===== config.mk =====
export PLATFORM = sky130hd
export DESIGN_NAME = wfifo_rr_arbiter_flat
export DESIGN_NICKNAME = d
export VERILOG_FILES = /design/src/rtl/wfifo_arb_pkg.sv /design/src/rtl/wfifo_rr_arbiter_if.sv /design/src/rtl/rr_picker.sv /design/src/rtl/wfifo_rr_arbiter.sv /design/src/flat_wrapper.sv
export SDC_FILE = /design/constraint.sdc
export NUM_CORES = 1
export LEC_CHECK = 0
export CAP_MARGIN = 20
export CORE_ASPECT_RATIO = 0.9
export CORE_MARGIN = 2
export CORE_UTILIZATION = 38
export DETAILED_ROUTE_END_ITERATION = 10
export PLACE_DENSITY = 0.86
export SYNTH_ARGS = -nofsm -noshare
export SYNTH_HDL_FRONTEND = slang
export SYNTH_SLANG_ARGS = --single-unit
export TNS_END_PERCENT = 100

===== constraint.sdc =====
create_clock -name wclk -period 2.6 [get_ports wclk]
set_input_delay 0.65 -clock wclk [delete_from_list [all_inputs] [get_ports wclk]]
set_output_delay 0.65 -clock wclk [all_outputs]
set_load 0.005 [all_outputs]

===== src/rtl/wfifo_arb_pkg.sv =====
// Shared types and helpers for the async-FIFO write-port round-robin arbiter.
package wfifo_arb_pkg;

  typedef enum logic {
    ARB_IDLE,
    ARB_GRANT
  } arb_state_t;

  localparam int NUM_REQ_DEF    = 4;
  localparam int DATA_WIDTH_DEF = 8;
  localparam int MAX_BURST_DEF  = 4;

  // $clog2 floored at 1 so a degenerate parameter never yields a zero-width vector.
  function automatic int clog2_min1(input int n);
    return (n > 1) ? $clog2(n) : 1;
  endfunction

endpackage


===== src/rtl/wfifo_rr_arbiter_if.sv =====
// Requester bundle plus FIFO write port seen by the arbiter.
interface wfifo_rr_arbiter_if
  import wfifo_arb_pkg::*;
#(
  parameter int NUM_REQ    = NUM_REQ_DEF,
  parameter int DATA_WIDTH = DATA_WIDTH_DEF
);

  logic [NUM_REQ-1:0]            req_valid;
  logic [NUM_REQ*DATA_WIDTH-1:0] req_data;
  logic [NUM_REQ-1:0]            req_last;
  logic [NUM_REQ-1:0]            req_ready;
  logic                          full;
  logic                          w_en;
  logic [DATA_WIDTH-1:0]         wdata;

  // The arbiter masters the FIFO write port and answers the requesters.
  modport master (
    input  req_valid, req_data, req_last, full,
    output req_ready, w_en, wdata
  );

  modport slave (
    output req_valid, req_data, req_last, full,
    input  req_ready, w_en, wdata
  );

endinterface


===== src/rtl/rr_picker.sv =====
// Combinational round-robin search: first set request at or after start, wrapping.
module rr_picker #(
  parameter int N  = 4,
  parameter int IW = 2
) (
  input  logic [N-1:0]  req,
  input  logic [IW-1:0] start,
  output logic          found,
  output logic [IW-1:0] idx
);

  localparam int PW = $clog2(2 * N);

  logic [2*N-1:0] dbl;
  logic [PW-1:0]  pos;
  logic [IW:0]    sum;

  // NOTE: every variable gets a default before any conditional write, so no latch is inferred.
  always_comb begin
    dbl   = {req, req};
    found = 1'b0;
    sum   = '0;
    pos   = '0;
    // Descending scan leaves the lowest offset from start as the winner.
    for (int i = N - 1; i >= 0; i--) begin
      pos = PW'(start) + PW'(i);
      if (dbl[pos]) begin
        found = 1'b1;
        sum   = (IW+1)'(start) + (IW+1)'(i);
      end
    end
    if (sum >= (IW+1)'(N)) sum = sum - (IW+1)'(N);
    idx = sum[IW-1:0];
  end

endmodule


===== src/rtl/wfifo_rr_arbiter.sv =====
// Round-robin, burst-holding arbiter sharing one async-FIFO write port (wclk domain).
module wfifo_rr_arbiter
  import wfifo_arb_pkg::*;
#(
  parameter int NUM_REQ    = NUM_REQ_DEF,
  parameter int DATA_WIDTH = DATA_WIDTH_DEF,
  parameter int MAX_BURST  = MAX_BURST_DEF
) (
  input  logic                           wclk,
  input  logic                           wrst,
  wfifo_rr_arbiter_if.master             bus,
  output logic [clog2_min1(NUM_REQ)-1:0] grant_id,
  output logic                           busy
);

  localparam int ID_W   = clog2_min1(NUM_REQ);
  localparam int BEAT_W = clog2_min1(MAX_BURST + 1);
  localparam logic [BEAT_W-1:0] LAST_BEAT = BEAT_W'(MAX_BURST - 1);
  localparam logic [ID_W-1:0]   LAST_ID   = ID_W'(NUM_REQ - 1);

  arb_state_t            state;
  logic [ID_W-1:0]       ptr;
  logic [BEAT_W-1:0]     beat;
  logic                  found;
  logic [ID_W-1:0]       pick;
  logic                  sel_valid;
  logic                  sel_last;
  logic [DATA_WIDTH-1:0] sel_data;

  rr_picker #(.N(NUM_REQ), .IW(ID_W)) u_picker (
    .req   (bus.req_valid),
    .start (ptr),
    .found (found),
    .idx   (pick)
  );

  // Constant-index mux keeps other requesters' data off the write bus.
  always_comb begin
    sel_valid = 1'b0;
    sel_last  = 1'b0;
    sel_data  = '0;
    for (int i = 0; i < NUM_REQ; i++) begin
      if (ID_W'(i) == grant_id) begin
        sel_valid = bus.req_valid[i];
        sel_last  = bus.req_last[i];
        sel_data  = bus.req_data[i*DATA_WIDTH +: DATA_WIDTH];
      end
    end
  end

  always_comb begin
    bus.req_ready = '0;
    bus.w_en      = 1'b0;
    bus.wdata     = '0;
    if (state == ARB_GRANT) begin
      for (int i = 0; i < NUM_REQ; i++)
        bus.req_ready[i] = (ID_W'(i) == grant_id) && !bus.full;
      bus.w_en  = sel_valid && !bus.full;
      bus.wdata = sel_data;
    end
  end

  // NOTE: state uses non-blocking assignments and an async active-low reset in the sensitivity list.
  always_ff @(posedge wclk or negedge wrst) begin
    if (!wrst) begin
      state    <= ARB_IDLE;
      grant_id <= '0;
      ptr      <= '0;
      beat     <= '0;
      busy     <= 1'b0;
    end else begin
      case (state)
        ARB_IDLE: begin
          if (found) begin
            grant_id <= pick;
            beat     <= '0;
            busy     <= 1'b1;
            state    <= ARB_GRANT;
          end
        end
        ARB_GRANT: begin
          if (bus.w_en) begin
            if (sel_last || beat == LAST_BEAT) begin
              ptr   <= (grant_id == LAST_ID) ? '0 : grant_id + ID_W'(1);
              beat  <= '0;
              busy  <= 1'b0;
              state <= ARB_IDLE;
            end else begin
              beat <= beat + BEAT_W'(1);
            end
          end
        end
        default: state <= ARB_IDLE;
      endcase
    end
  end

endmodule


===== src/flat_wrapper.sv =====
// flat-port wrapper written by rule: the top's interface ports become plain ports
module wfifo_rr_arbiter_flat import wfifo_arb_pkg::*;
#(
  parameter int NUM_REQ    = NUM_REQ_DEF,
  parameter int DATA_WIDTH = DATA_WIDTH_DEF,
  parameter int MAX_BURST  = MAX_BURST_DEF
)
  (wclk, wrst, grant_id, busy, bus_req_valid, bus_req_data, bus_req_last, bus_full, bus_req_ready, bus_w_en, bus_wdata);
  wfifo_rr_arbiter_if #(.NUM_REQ(NUM_REQ), .DATA_WIDTH(DATA_WIDTH)) bus_i ();
  input  logic wclk;
  input  logic wrst;
  output logic [clog2_min1(NUM_REQ)-1:0] grant_id;
  output logic busy;
  input wire logic [$bits(bus_i.req_valid)-1:0] bus_req_valid;
  input wire logic [$bits(bus_i.req_data)-1:0] bus_req_data;
  input wire logic [$bits(bus_i.req_last)-1:0] bus_req_last;
  input wire logic [$bits(bus_i.full)-1:0] bus_full;
  output wire logic [$bits(bus_i.req_ready)-1:0] bus_req_ready;
  output wire logic [$bits(bus_i.w_en)-1:0] bus_w_en;
  output wire logic [$bits(bus_i.wdata)-1:0] bus_wdata;
  assign bus_i.req_valid = bus_req_valid;
  assign bus_i.req_data = bus_req_data;
  assign bus_i.req_last = bus_req_last;
  assign bus_i.full = bus_full;
  assign bus_req_ready = bus_i.req_ready;
  assign bus_w_en = bus_i.w_en;
  assign bus_wdata = bus_i.wdata;
  wfifo_rr_arbiter #(.NUM_REQ(NUM_REQ), .DATA_WIDTH(DATA_WIDTH), .MAX_BURST(MAX_BURST)) u_core (.wclk(wclk), .wrst(wrst), .bus(bus_i), .grant_id(grant_id), .busy(busy));
endmodule

==> reports/qor.csv <==
metric;value;unit
top_reg_cell synth;dfrtp_1;
Die X;58.4;um
hold buffers post-CTS;0;
Crit path depth;10;
Num CTS Buffers;3;
CTS Root Cell;clkbuf_4;
via count;1255;
IO Pins;59;
grt met3 use;0.0342;
htree depth;1;
maxcap violations;0;
Finished Layout Cells;229;
Netlist Area Pre-Place;1010;um2
Slew headroom;0.733;
crit start category;register;
Crit path max-delay family;buffers and inverters;
Max Clk Rate;381;MHz
Post-synth EDFFs;0;
crit-path most repeated cell;buf_4;
min Tclk post-route;2630;ps
Worst Max-Slew Pin Slew;399;ps
Avg WL per Cell;15.6;um
R2R Path End;u_core.ptr[1];
CP bufs+invs;5;
met2 Track Usage GR;0.390;
Net Sw Frac;0.415;
failing checks;negative setup slack;
unrepaired setup endpoints after global routing;yes;
final WL;3.56;mm
DR pass1 iterations;4;
post-synth top area share;0.223;
count of final setup violators;1;
largest net degree at the start of global routing;21;
# fillers;165;
Cell variety after synth;39;
CP peak stage delay;430;ps
Final Worst Setup Slack;-27.1;ps
crit path from;u_core.grant_id[0];
CP endpoint kind;output port;
Die Ht;52.9;um
CTS Sinks;9;
Post-Layout Inst Area;1860;um2
clock slew at reported path FFs;60;ps
GRT overflow;0;
CORE AREA;2490;um2
Slew Viols, Final;0;
WP data arrival;1980;ps
GRT busiest layer;met2;
post-DR vias/cell;5.48;
Area growth syn-to-layout;84.2;%
sequential power share;0.154;
Worst R2R Start;u_core.grant_id[0];
Final #Nets;252;
syn nets;174;
initial detailed-routing violation count;65;
vias in the first global route;1195;
clock network power share;0.054;
Post-Syn Instances;124;
Yosys Warn Count;0;
clock skew;5.23;ps
Total Power;1.89;mW
post-route ant nets;0;
#FFs+latches synth;9;
Hold Fails Final Rpt;0;
Internal Power;1.11;mW
global-route wire length before repair;5.11;mm
FP Rows;17;
P_leak;0.886;nW
Crit Path Category;reg -> out;
Peak VDD IR;762;uV
ANT cells;0;
met1 usage;0.256;
post-route DRC violation count;0;
number of port buffers;58;
Cells after DPL;217;
DIE AREA;3090;um2
CTS tree;yes;
hpwl dp;2.61;mm
share of layout cells above drive strength 1;0.254;
Synth area leaders;dfrtp_1 (22%), ha_1 (8.7%), a22o_1 (6.9%);
PD cells;1020;nW/um2
status;complete, but fails checks;
sequential fraction of the synthesis area;0.223;
Worst EP required;1950;ps
initial antenna violation count;0;
dpl cell area;1700;um2
worst-skew pair later-pin latency;250;ps
Combinational Power Share;0.792;
Net Switching;0.785;mW
syn avg cell area;8.15;um2
peak fanout along the critical path;4;
hold_sp;u_core.beat[2];
footprint of the multi-input gates;772;um2
cell depth of the worst flop-to-flop path;7;
GP Congestion;0.851;
CP Cell Sequence;inv_2 -> ha_4 -> nor2b_1 -> buf_4 -> buf_4 -> buf_4 -> a22oi_2 -> o21ai_1 -> a22o_1 -> dlymetal6s2s_1;
clock buffer depth;2;
area leader, netlist;dfrtp_1;
fin crit share;1.01;
Hold Crit Class;reg -> reg;
gr usage total;0.212;
CP max-delay cell;dfrtp_2;
crit path to;bus_wdata[1];
DP Worst Slack;-313;ps
FF+latch area;226;um2
ys async rst share;1.00;
initial core utilization;0.406;
FF-to-FF setup slack;500;ps
state kept, by name, summed over array words and instances (netlist names):
signal,count
u_core.busy,1
u_core.state,1
u_core.beat,3
u_core.ptr,2
u_core.grant_id,2
cell families after synthesis:
logic type	share of synthesized area
AND/OR/NAND/NOR	0.203
multiplexers	0.0767
AO/OA/AOI/OAI	0.339
adder cells (fa/ha/maj)	0.0866
buffers and inverters	0.0718
flip-flops	0.223
worst min-delay path by stage:
stage,cells after the start,endpoint,slack (ps)
finish,1,u_core.beat[2],510
detailed placement,1,u_core.beat[2],490
CTS,1,u_core.beat[2],500
global route,1,u_core.beat[2],540
global placement,1,u_core.beat[2],480
floorplan,0,u_core.beat[0],350
cells in the final DEF (no fill, tap or decap), drive strengths merged:
| cell type | count |
|---|---|
| mux2 | 6 |
| buf | 23 |
| a21o | 1 |
| a21boi | 1 |
| ha | 7 |
| o31ai | 1 |
| o41ai | 1 |
| nor3b | 1 |
| nor3 | 3 |
| or2 | 1 |
| nand3 | 2 |
| a2111oi | 1 |
| nor4 | 3 |
| nand2b | 1 |
| o21ai | 12 |
| o2111ai | 1 |
| dlygate4sd2 | 2 |
| a22oi | 7 |
| clkdlybuf4s50 | 46 |
| a211oi | 2 |
| inv | 10 |
| nor2b | 2 |
| a22o | 8 |
| dlymetal6s2s | 8 |
| mux2i | 1 |
| nor2 | 4 |
| dfrtp | 9 |
| a21oi | 5 |
| a221o | 1 |
| a31oi | 1 |
| a221oi | 1 |
| and2 | 6 |
| o211a | 1 |
| nand2 | 14 |
| nand3b | 2 |
| clkbuf | 6 |
per-layer routing:
metal,up-vias,share of wire
met5,-,0
met4,0,0.0084
met3,4,0.090
met2,62,0.49
met1,577,0.41
li1,612,-
power groups by stage:
stage | combinational, mW | sequential (mW) | clock [mW]
floorplan | 0.746 | 0.256 | 0
global placement | 1.30 | 0.276 | 0
detailed placement | 1.34 | 0.285 | 0
CTS | 1.37 | 0.288 | 0.107
global route | 1.63 | 0.303 | 0.113
finish | 1.50 | 0.291 | 0.102
worst register-to-register path: cells and delay by family, from the launching register on:
kind / cells / cell delay (ps)
AO/OA/AOI/OAI: 3 / 710
multiplexers: 1 / 320
buffers and inverters: 2 / 300
flip-flops: 1 / 450
adder cells (fa/ha/maj): 1 / 200
what timing repair did:
| action | in CTS | in global routing |
|---|---|---|
| endpoints found under the setup margin | 13 | 13 |
| pin swaps | 2 | 6 |
| gates resized for setup | 15 | 26 |
| buffers inserted | 1 | 7 |
stage by stage:
step,hold WS (ps),utilization,TNS (ps)
6_report,509,0.748,-27.1
5_1_grt,539,0.748,-346
4_1_cts,504,0.708,-1060
3_5_place_dp,491,0.685,-870
3_3_place_gp,481,0.685,-666
2_1_floorplan,354,-,0
cell type report:
cell class                 count  share of cell area
multi-input combinational     97               0.415
timing repair buffer          81               0.411
sequential                     9               0.122
inverter                      10              0.0202
tap                           28              0.0188
clock buffer                   4              0.0141
Yosys cell counts, drive strengths merged (2+ instances only):
master	number
nand3	2
nor4	3
a211oi	2
buf	3
nor3	3
a22o	8
a22oi	7
o21ai	12
nand3b	2
nor2	4
inv	10
nor2b	2
and2	6
a21oi	5
mux2	6
dfrtp	9
clkbuf	5
nand2	14
ha	7
(Power assumes the default switching activity.)
